## src/rtl/bht_update_unit_pkg.sv

```systemverilog
// Shared 2-bit branch predictor encoding and transition rule, used by both
// the lookup side and the write-back side of the branch history table.
package bht_update_unit_pkg;

    localparam logic [1:0] S0 = 2'b00;
    localparam logic [1:0] S1 = 2'b01;
    localparam logic [1:0] S2 = 2'b10;
    localparam logic [1:0] S3 = 2'b11;

    // S1 jumps straight to S3 on taken; S2 collapses to S0 on not-taken.
    function automatic logic [1:0] next_state(input logic [1:0] state, input logic taken);
        logic [1:0] result;
        case (state)
            S0:      result = taken ? S1 : S0;
            S1:      result = taken ? S3 : S0;
            S2:      result = taken ? S3 : S0;
            default: result = taken ? S3 : S2;
        endcase
        return result;
    endfunction

endpackage

```

## src/rtl/bht_pending_fifo.sv

```systemverilog
// In-order queue of outstanding predictions. Stored counter states follow
// table writes to the same index so a later pop sees the freshest value.
module bht_pending_fifo
    import bht_update_unit_pkg::*;
#(
    parameter int ADDR_W = 10,
    parameter int DEPTH  = 4
) (
    input  logic                         clock,
    input  logic                         reset,
    input  logic                         push,
    input  logic [ADDR_W-1:0]            push_addr,
    input  logic [1:0]                   push_state,
    input  logic                         pop,
    input  logic                         fwd_en,
    input  logic [ADDR_W-1:0]            fwd_addr,
    input  logic [1:0]                   fwd_data,
    output logic [ADDR_W-1:0]            head_addr,
    output logic [1:0]                   head_state,
    output logic                         head_dir,
    output logic [$clog2(DEPTH+1)-1:0]   count,
    output logic                         full,
    output logic                         empty
);

    localparam int PW = $clog2(DEPTH);
    localparam int CW = $clog2(DEPTH + 1);
    localparam logic [CW-1:0] FULL_COUNT = CW'(DEPTH);

    logic [ADDR_W-1:0] addr_mem  [DEPTH];
    logic [1:0]        state_mem [DEPTH];
    logic              dir_mem   [DEPTH];
    logic [PW-1:0]     head;
    logic [PW-1:0]     tail;
    logic [CW-1:0]     cnt;

    // DEPTH is a power of two, so the pointers wrap naturally.
    always_ff @(posedge clock) begin
        if (reset) begin
            head <= '0;
            tail <= '0;
            cnt  <= '0;
        end else begin
            if (push) tail <= tail + PW'(1);
            if (pop)  head <= head + PW'(1);
            case ({push, pop})
                2'b10:   cnt <= cnt + CW'(1);
                2'b01:   cnt <= cnt - CW'(1);
                default: cnt <= cnt;
            endcase
        end
    end

    // Stale (unoccupied) slots may also pick up a forwarded state; that is
    // harmless because a push always rewrites the whole slot.
    always_ff @(posedge clock) begin
        for (int i = 0; i < DEPTH; i++) begin
            if (push && tail == PW'(i)) begin
                addr_mem[i]  <= push_addr;
                dir_mem[i]   <= push_state[1];
                state_mem[i] <= (fwd_en && push_addr == fwd_addr) ? fwd_data : push_state;
            end else if (fwd_en && addr_mem[i] == fwd_addr) begin
                state_mem[i] <= fwd_data;
            end
        end
    end

    assign head_addr  = addr_mem[head];
    assign head_state = state_mem[head];
    assign head_dir   = dir_mem[head];
    assign count      = cnt;
    assign full       = (cnt == FULL_COUNT);
    assign empty      = (cnt == '0);

endmodule

```

## src/rtl/bht_update_unit.sv

```systemverilog
// Write-back side of the branch history table: resolves queued predictions,
// computes the new counter state and drives the table write port.
module bht_update_unit
    import bht_update_unit_pkg::*;
#(
    parameter int ADDR_W = 10,
    parameter int DEPTH  = 4
) (
    input  logic                         clock,
    input  logic                         reset,
    input  logic                         pred_valid,
    input  logic [ADDR_W-1:0]            pred_addr,
    input  logic [1:0]                   pred_state,
    output logic                         pred_ready,
    input  logic                         res_valid,
    input  logic                         res_taken,
    output logic                         res_ready,
    output logic                         wr_en,
    output logic [ADDR_W-1:0]            wr_addr,
    output logic [1:0]                   wr_data,
    output logic                         mispredict,
    output logic [$clog2(DEPTH+1)-1:0]   pending_count
);

    logic              push;
    logic              pop;
    logic              full;
    logic              empty;
    logic [ADDR_W-1:0] head_addr;
    logic [1:0]        head_state;
    logic              head_dir;
    logic [1:0]        eff_state;

    assign pred_ready = !full;
    assign res_ready  = !empty;
    assign push       = pred_valid && pred_ready;
    assign pop        = res_valid && res_ready;

    bht_pending_fifo #(
        .ADDR_W (ADDR_W),
        .DEPTH  (DEPTH)
    ) u_fifo (
        .clock      (clock),
        .reset      (reset),
        .push       (push),
        .push_addr  (pred_addr),
        .push_state (pred_state),
        .pop        (pop),
        .fwd_en     (wr_en),
        .fwd_addr   (wr_addr),
        .fwd_data   (wr_data),
        .head_addr  (head_addr),
        .head_state (head_state),
        .head_dir   (head_dir),
        .count      (pending_count),
        .full       (full),
        .empty      (empty)
    );

    // The write leaving this cycle has not reached the queue yet, so a head
    // entry at the same index must see it directly.
    assign eff_state = (wr_en && wr_addr == head_addr) ? wr_data : head_state;

    always_ff @(posedge clock) begin
        if (reset) begin
            wr_en      <= 1'b0;
            wr_addr    <= '0;
            wr_data    <= S0;
            mispredict <= 1'b0;
        end else begin
            wr_en      <= pop;
            mispredict <= pop && (res_taken != head_dir);
            if (pop) begin
                wr_addr <= head_addr;
                wr_data <= next_state(eff_state, res_taken);
            end
        end
    end

endmodule

```

## config.mk

```make
export PLATFORM = sky130hd
export DESIGN_NAME = bht_update_unit
export DESIGN_NICKNAME = d
export VERILOG_FILES = /design/src/rtl/bht_update_unit_pkg.sv /design/src/rtl/bht_pending_fifo.sv /design/src/rtl/bht_update_unit.sv
export SDC_FILE = /design/constraint.sdc
export NUM_CORES = 1
export LEC_CHECK = 0
export ABC_AREA = 1
export CORE_MARGIN = 2
export CORE_UTILIZATION = 62
export DETAILED_ROUTE_END_ITERATION = 10
export GPL_TIMING_DRIVEN = 0
export PLACE_DENSITY = 0.95
export SYNTH_ARGS = -nofsm -noshare
export SYNTH_HDL_FRONTEND = slang
export SYNTH_SLANG_ARGS = --single-unit
```

## constraint.sdc

```tcl
create_clock -name clock -period 6.21 [get_ports clock]
set_input_delay 1.242 -clock clock [delete_from_list [all_inputs] [get_ports clock]]
set_output_delay 1.242 -clock clock [all_outputs]
set_load 0.02 [all_outputs]
```

[Word level (Yosys, flattened, before mapping)]
Memory sizes are Yosys's and may differ from the RTL's. A register that Yosys moved wholly into a read port is not among the register bits.
Cells that the tools add are included.
Operators by class
  order comparisons: 0
  divide/modulo/power cells: 0
  reductions and logical operators: 26
  bitwise operators: 4
  add/subtract/negate cells: 4
  shift-type cells: 0
  mux-type cells: 55
  $mul: 0
  equality and inequality tests: 15
Operators with widths (number)
  equality test 10 bit: 6
  2-to-1 mux 2 bit: 19
  2-to-1 mux 1 bit: 31
  2-to-1 mux 10 bit: 3
  OR reduction 10 bit: 3
  logical AND 1 bit: 13
  equality test 2 bit (second input constant): 4
  equality test 2 x 1 -> 1 bit (second input constant): 3
  case mux 3 bit (2 select lines): 1
  adder 2 x 1 -> 2 bit (second input constant): 2
  zero test 2 bit: 2
  bitwise OR 1 bit: 4
  case mux 2 bit (2 select lines): 1
  adder 3 x 1 -> 3 bit (second input constant): 1
  equality test 3 bit (second input constant): 1
  zero test 3 bit: 1
  OR reduction 1 bit: 3
  subtractor 3 x 1 -> 3 bit (second input constant): 1
  zero test 1 bit: 2
  nonzero test 2 bit: 1
  OR reduction 2 bit: 1
  inequality test 1 bit: 1
Word-level totals
  ROM bits: 0
  output and inout port bits: 19
  flip-flop bits (word level): 21
  word-level logic and storage cells: 114
  memories: 3
  latch bits: 0
  RAM bits: 52
  input bits: 17
Memories
  u_fifo.addr_mem: depth 4, bits a word 10, read ports 5, clocked after memory_dff 1, wr ports 1, line bht_pending_fifo.sv:30  | logic [ADDR_W-1:0] addr_mem [DEPTH];
  u_fifo.state_mem: depth 4, bits a word 2, read ports 1, clocked after memory_dff 1, wr ports 4, line bht_pending_fifo.sv:31  | logic [1:0] state_mem [DEPTH];
  u_fifo.dir_mem: depth 4, bits a word 1, read ports 1, clocked after memory_dff 1, wr ports 1, line bht_pending_fifo.sv:32  | logic dir_mem [DEPTH];

[Depth between registers and ports, before layout]
Gate-level depths: netlist of run 1.
  word-level depth: 10
  depth in mapped cells: 18

[By module]
From an unflattened synthesis of run 1, not the netlist that was laid out.
Unflattened totals
  cells, all modules: 591
  area total of the unflattened synthesis: 4280.4 sq um
By module, submodules not included
  bht_pending_fifo: area an instance 3477.1 sq um, seq. area each 1741.7 sq um, times used 1, cells an instance 456
  bht_update_unit: area an instance 803.3 sq um, seq. area each 280.3 sq um, times used 1, cells an instance 135

[Worst setup path before layout of run 1]
Ideal clock, no wire load.
  path type: in2reg
  start point: in res_valid
  end point: reg u_fifo.cnt[2] (netlist: u_fifo.count[2])
  slack: 3.302 ns
  data arrival time: 2.786 ns
  stages: 10
  cells stage by stage: nand2_1 inv_1 buf_1 ha_1 inv_1 fa_1 a21oi_1 o21ai_0 o21ai_0 a21oi_1
Between the ends
  word-level cells in the longest chain between the ends: 3
  elaborated cells on any way between the ends: 5
RTL lines
  start, declared: line bht_update_unit.sv:15  | input logic res_valid,
  logical AND 1 bit (*): line bht_update_unit.sv:37  | assign pop = res_valid && res_ready;
  net pop: line bht_update_unit.sv:26  | logic pop;
  equality test 2 x 1 -> 1 bit or equality test 2 bit (tied branches): line bht_pending_fifo.sv:46  | case ({push, pop})
  case mux 3 bit (2 select lines) or nonzero test 2 bit (tied branches)
  end signal, assigned: line bht_pending_fifo.sv:47  | 2'b10: cnt <= cnt + CW'(1);
  end signal, assigned: line bht_pending_fifo.sv:48  | 2'b01: cnt <= cnt - CW'(1);
  end signal, assigned: line bht_pending_fifo.sv:49  | default: cnt <= cnt;
  end, declared: line bht_pending_fifo.sv:35  | logic [CW-1:0] cnt;
The timed path passes the listed nets; every way through them passes the cells marked *.
A chain may end at the register's enable or synchronous reset.

[Final worst setup path of run 1]
Same ends and word-level chain as after synthesis.

==> results.txt, run 1 <==
Result of the run: complete, no violations
Number of top-level design ports: 36
Routed WL per cell: 19.4 um
Top cells by area, synth: sky130_fd_sc_hd__edfxtp_1 (40%), sky130_fd_sc_hd__nand2_1 (12%), sky130_fd_sc_hd__dfxtp_1 (12%)
Sequential element share of the synthesized area: 51.6%
1st-iter DRT viols: 390
Hold violation count in the final report: 0
Required time of the critical path: 6.45 ns
1st-pass router iterations: 5
# nets final: 525
Chip Width: 83.5 um
Met2 capacity usage during global routing: 52.9%
Kind of capture point of the worst setup path: register
Clock latency of the later-clocked register in the worst-skew pair: 0.35 ns
Core area: 0.00603 mm^2
Clock tree from TritonCTS: yes
Pin count of the biggest net entering global routing: 14
Buffers inserted by post-CTS timing repair: 0
Num CTS Buffers: 9
Area taken by multi-input logic gates: 0.00166 mm^2
Number of global-route vias before repair: 3509
Cell with the largest stage delay on the worst path: sky130_fd_sc_hd__buf_1
Relative slew margins: 2.94%
Kind of launch point of the worst setup path: input port
Grt met1 use: 42.2%
Most common library cell in the layout ignoring fill and taps: sky130_fd_sc_hd__nand2_1
Cells along the critical path: clkdlybuf4s50_1 -> nand2_1 -> inv_1 -> buf_1 -> ha_1 -> inv_1 -> fa_1 -> a21oi_1 -> o21ai_0 -> o21ai_0 -> a21oi_1
Measured slew at the worst slew-check pin: 1.45 ns
Post-Route Skew: 0.0113 ns
Global route overflow: 0
PwrDens: 421 mW/mm^2
Final number of max-transition violations: 0
Clock Root Buffer: sky130_fd_sc_hd__clkbuf_8
Synth warn: 0
Largest area contributor in the netlist: sky130_fd_sc_hd__edfxtp_1
Detailed-route vias per instance: 6.15
RSZ-0062 raised after global routing: no
Total routed wirelength: 11300 um
Starting density of the core: 65.1%
Area used by sequential logic in the layout: 0.00202 mm^2
Arrival time of the worst setup path: 4.02 ns
Global-route total usage across every layer: 33.6%
Height of the die: 83.5 um
Lkg Pwr: 1.88 nW
Syn Std Cell Area: 0.00392 mm^2
Crit-path max FO: 10
Fill count: 453
Post-synth top area share: 39.8%
Layout overhead on the synthesized area: 17.2%
Post-synthesis area per instance: 8.62 um^2
Count of buffers from port buffering: 35
Post-detailed-route DRC marker count: 0
Share of cells above drive strength 1: 7.31%
Most Used Layer, Global Route: met2
Number of sinks on the clock net: 75
Die Outline Area: 0.00698 mm^2
Gp weighted congestion: 0.944
Period utilisation layout: 60.9%
Achievable clock frequency: 0.264 GHz
Number of endpoints failing setup at the final stage: 0
Grt met3 use: 6.23%
Worst path buffer plus inverter count: 4
Setup Crit Path Kind: input port to register
Clock period minus worst slack: 3.78 ns
Clock H-tree levels: 3
HPWL Detailed: 7910 um
Summed negative setup slack over all endpoints: 0 ns
Antenna Nets Post-Route: 0
DR vias: 3572
Net count after synthesis: 479
Number of resized instances in the post-cts repair step: 0
Leading cell types in the layout, fill and taps excluded: sky130_fd_sc_hd__nand2_1 (127), sky130_fd_sc_hd__edfxtp_1 (52), sky130_fd_sc_hd__nand3_1 (45)
Cell family with most CP delay: buffers and inverters
Worst IR drop on VDD: 0.271 mV
Total number of placement rows: 28
Delay of the slowest cell on the worst path: 0.59 ns
Overall power after layout: 0.00194 W
Worst min-delay path category: register to register
Count of distinct cell types in the synthesized netlist: 32
Initial antenna violation count: 0
Buffers from clock root to sink, at most: 2
Yosys reg bits: 75
Clock edge transition at the registers on the reported setup and hold paths: 0.08 ns
Hold buffer count at cts: 0
Global-route wire length before repair: 17700 um
Total inserted antenna cells: 0
Number of maximum-capacitance violations: 0
Cells after synthesis: 455
[through the flow]
stage	hold slack, ns	setup WS [ns]	cell area, um^2	instances	util (%)
after floorplan	0.436	3.30	3920	455	-
after global placement	0.451	2.31	4370	565	72.4
after detailed placement	0.465	2.19	4370	565	72.4
after CTS	0.478	2.56	4590	581	76.2
after global routing	0.510	2.42	4590	581	76.2
final	0.476	2.43	4590	581	76.2
[report_power, final]
group	switching, W	internal (W)	leakage [nW]
clock	0.000184	0.000231	0.115
combinational	0.000532	0.000298	1.10
sequential	0.0000713	0.000619	0.666
[registers in the layout, summed over array words and instances (netlist names), named ones only]
signal            cells
u_fifo.dir_mem        4
wr_addr              10
wr_en                 1
mispredict            1
u_fifo.head           2
u_fifo.count          3
wr_data               2
u_fifo.state_mem      8
u_fifo.tail           2
u_fifo.addr_mem      40
[layout make-up]
cell class | instances | share of cell area (%)
Clock inverter | 1 | 0.191
Buffer | 13 | 1.93
Sequential cell | 75 | 44.0
Tap cell | 75 | 2.04
Clock buffer | 15 | 4.79
Inverter | 39 | 3.30
Multi-Input combinational cell | 328 | 36.1
Timing Repair Buffer | 35 | 7.63
[worst reg2reg max path: cells and delay by family, from the launching register on]
| kind | cells | cell delay (ns) |
|---|---|---|
| adder cells (fa/ha/maj) | 2 | 0.67 |
| AO/OA/AOI/OAI | 4 | 0.54 |
| AND/OR/NAND/NOR | 2 | 0.28 |
| buffers and inverters | 4 | 1.06 |
| flip-flops | 1 | 0.34 |
[path summary, 6_finish.rpt]
kind / start / end / slack (ns) / depth (start not counted)
worst max-delay path: res_valid / u_fifo.count[2]$_SDFFE_PP0P_ / 2.43 / 11
worst min-delay path: u_fifo.head[1]$_SDFFE_PP0P_ / u_fifo.head[1]$_SDFFE_PP0P_ / 0.48 / 2
worst max register to register: u_fifo.count[0]$_SDFFE_PP0P_ / u_fifo.count[2]$_SDFFE_PP0P_ / 3.20 / 12
worst min register to register: u_fifo.head[1]$_SDFFE_PP0P_ / u_fifo.head[1]$_SDFFE_PP0P_ / 0.48 / 2
[metal layers]
metal  vias to the layer above  part of all wire (%)
li1                       1627                     -
met1                      1619                    37
met3                        57                    11
met4                         0                   6.1
met5                         -                     0
met2                       269                    46
[logic make-up (layout without fill, tap and decap cells)]
| kind of cell | count (synthesis) | after routing | synth area share [%] |
|---|---|---|---|
| adder cells (fa/ha/maj) | 7 | 7 | 2.42 |
| flip-flops | 75 | 75 | 51.6 |
| XOR/XNOR | 23 | 23 | 5.14 |
| AND/OR/NAND/NOR | 219 | 219 | 24.0 |
| AO/OA/AOI/OAI | 79 | 79 | 10.8 |
| buffers and inverters | 52 | 103 | 6.13 |
[synthesized netlist by cell type (all sizes together)]
master	instances
a21boi	1
a211oi	1
dfxtp	23
ha	6
o22ai	9
edfxtp	52
nand3	49
o21ai	39
nand3b	1
inv	38
buf	12
xor2	15
nor2	28
a21oi	27
clkinv	1
xnor2	8
fa	1
clkbuf	1
nor3	5
or2	4
a32o	2
nand4	4
nand2	128
No activity file was read; power rests on OpenSTA's default activity.
==> run 2, diff against run 1 <==
--- a/config.mk
+++ b/config.mk
@@ -7,10 +7,10 @@
 export LEC_CHECK = 0
 export ABC_AREA = 1
 export CORE_MARGIN = 2
-export CORE_UTILIZATION = 62
+export CORE_UTILIZATION = 57
 export DETAILED_ROUTE_END_ITERATION = 10
 export GPL_TIMING_DRIVEN = 0
-export PLACE_DENSITY = 0.95
+export PLACE_DENSITY = 0.91
 export SYNTH_ARGS = -nofsm -noshare
 export SYNTH_HDL_FRONTEND = slang
 export SYNTH_SLANG_ARGS = --single-unit
==> constraint.sdc (replaced) <==
create_clock -name clock -period 3.5 [get_ports clock]
set_input_delay 0.7 -clock clock [delete_from_list [all_inputs] [get_ports clock]]
set_output_delay 0.7 -clock clock [all_outputs]
set_load 0.02 [all_outputs]
==> results.txt, run 2 (synthesis gave the netlist of run 1 again) <==
Hold violation count in the final report: 0 (unchanged)
Number of sinks on the clock net: 75 (unchanged)
RSZ-0062 raised after global routing: no (unchanged)
Period utilisation layout: 89.9%
Achievable clock frequency: 0.318 GHz
Delay of the slowest cell on the worst path: 0.59 ns (about the same)
Global-route total usage across every layer: 29.8% (was 33.6%)
1st-iter DRT viols: 408 (was 390)
Required time of the critical path: 3.74 ns (was 6.45 ns)
Clock tree from TritonCTS: yes (unchanged)
Worst IR drop on VDD: 0.307 mV (was 0.271 mV)
Initial antenna violation count: 0 (unchanged)
Clock latency of the later-clocked register in the worst-skew pair: 0.35 ns (about the same)
Clock period minus worst slack: 3.15 ns
Layout overhead on the synthesized area: 17.5% (was 17.2%)
Cell with the largest stage delay on the worst path: sky130_fd_sc_hd__buf_1 (unchanged)
Worst min-delay path category: register to register (unchanged)
Clock edge transition at the registers on the reported setup and hold paths: 0.08 ns (about the same)
Total number of placement rows: 30 (was 28)
Post-detailed-route DRC marker count: 0 (unchanged)
Pin count of the biggest net entering global routing: 13 (was 14)
Number of global-route vias before repair: 3238 (was 3509)
Share of cells above drive strength 1: 7.71% (was 7.31%)
PwrDens: 743 mW/mm^2 (was 421 mW/mm^2)
Gp weighted congestion: 0.976 (was 0.944)
Global route overflow: 0 (unchanged)
Max FFs per register: 40 (unchanged)
Cells along the critical path: clkdlybuf4s50_1 -> nand2_1 -> inv_1 -> buf_1 -> ha_1 -> inv_1 -> fa_1 -> a21oi_1 -> o21ai_0 -> o21ai_0 -> a21oi_1 (unchanged)
Total routed wirelength: 10700 um (was 11300 um)
Post-Route Skew: 0.00695 ns (was 0.0113 ns)
Leading cell types in the layout, fill and taps excluded: sky130_fd_sc_hd__nand2_1 (127), sky130_fd_sc_hd__edfxtp_1 (52), sky130_fd_sc_hd__nand3_1 (45) (unchanged)
Number of endpoints failing setup at the final stage: 0 (unchanged)
Kind of capture point of the worst setup path: register (unchanged)
Summed negative setup slack over all endpoints: 0 ns (unchanged)
Total inserted antenna cells: 0 (unchanged)
Register with the most flip-flops: u_fifo.addr_mem (unchanged)
Die Outline Area: 0.00756 mm^2 (was 0.00698 mm^2)
Measured slew at the worst slew-check pin: 1.30 ns (was 1.45 ns)
Result of the run: complete, no violations (unchanged)
Lkg Pwr: 1.89 nW (was 1.88 nW)
Arrival time of the worst setup path: 3.39 ns (was 4.02 ns)
Buffers inserted by post-CTS timing repair: 0 (unchanged)
Number of maximum-capacitance violations: 0 (unchanged)
Height of the die: 86.9 um (was 83.5 um)
Num CTS Buffers: 9 (unchanged)
Number of resized instances in the post-cts repair step: 0 (unchanged)
Clock Root Buffer: sky130_fd_sc_hd__clkbuf_8 (unchanged)
Routed WL per cell: 18.3 um (was 19.4 um)
Buffers from clock root to sink, at most: 2 (unchanged)
Clock H-tree levels: 3 (unchanged)
Relative slew margins: 13.2% (was 2.94%)
Antenna Nets Post-Route: 0 (unchanged)
Chip Width: 86.9 um (was 83.5 um)
Number of top-level design ports: 36 (unchanged)
Post-layout utilization of the core: 68.6% (was 76.2%)
DR vias: 3450 (was 3572)
Hold buffer count at cts: 0 (unchanged)
HPWL Detailed: 7650 um (was 7910 um)
Most common library cell in the layout ignoring fill and taps: sky130_fd_sc_hd__nand2_1 (unchanged)
Starting density of the core: 58.4% (was 65.1%)
Biggest regs: u_fifo.addr_mem x40, wr_addr x10, u_fifo.state_mem x8 (unchanged)
Kind of launch point of the worst setup path: input port (unchanged)
Final number of max-transition violations: 0 (unchanged)
Detailed-route vias per instance: 5.89 (was 6.15)
Setup Crit Path Kind: input port to register (unchanged)
Core area: 0.00672 mm^2 (was 0.00603 mm^2)
Crit-path max FO: 10 (unchanged)
1st-pass router iterations: 5 (unchanged)
# nets final: 525 (unchanged)
Count of buffers from port buffering: 35 (unchanged)
Global-route wire length before repair: 16500 um (was 17700 um)
run 2: cell count changes in the layout (fill, tap and decap cells not counted), sizes merged:
cell and change:
clkinv -1, inv +1
run 2: worst paths after layout:
kind                                 from                      endpoint  slack [ns]  cells past startpoint
min           u_fifo.head[1]$_SDFFE_PP0P_                      register        0.47                      2
max reg2reg  u_fifo.count[0]$_SDFFE_PP0P_  u_fifo.count[2]$_SDFFE_PP0P_        0.58                     12
max                             res_valid  u_fifo.count[2]$_SDFFE_PP0P_        0.35                     11
min reg2reg   u_fifo.head[1]$_SDFFE_PP0P_                      register        0.47                      2
run 2: per-layer routing:
layer | up-vias | share of wire, % | wire length (um) | global-route usage (%)
li1 | 1630 | - | - | -
met3 | 37 | 8.7 | 928 | 6.07
met2 | 183 | 46 | 4960 | 46.6
met5 | - | 0 | 0 | 0
met4 | 0 | 3.9 | 413 | 15.3
met1 | 1600 | 41 | 4400 | 39.3
run 2: critical path, delay by kind of cell:
kind / cells / cell delay [ns]
simple gates: 1 / 0.15
compound gates: 4 / 0.46
fa+ha+maj: 2 / 0.71
buf+inv: 4 / 1.36
run 2: area by class of cell:
class / instances / area [um^2]
Buffer: 13 / 88.8
Clock buffer: 15 / 229
Clock inverter: 1 / 6.26
Fill cell: 548 / 2110
Inverter: 39 / 151
Multi-Input combinational cell: 328 / 1660
Sequential cell: 75 / 2020
Tap cell: 80 / 100
Timing Repair Buffer: 35 / 350
run 2: power breakdown:
group	total, W	internal [W]	switching [W]
registers	0.00123	0.00110	0.000132
clock network	0.000746	0.000423	0.000323
logic	0.00145	0.000533	0.000914
total	0.00342	0.00205	0.00137
run 2: per-stage QoR:
step                      cell area, um^2  setup slack, ns  total power (W)  cells  hold WS (ns)
final                                4610            0.353          0.00342    586         0.466
after global routing                 4610            0.187          0.00361    586         0.516
after CTS                            4610            0.421          0.00339    586         0.470
after detailed placement             4370           0.0873          0.00265    570         0.459
after global placement               4370            0.179          0.00262    570         0.451
after floorplan                      3920            0.990          0.00215    455         0.436
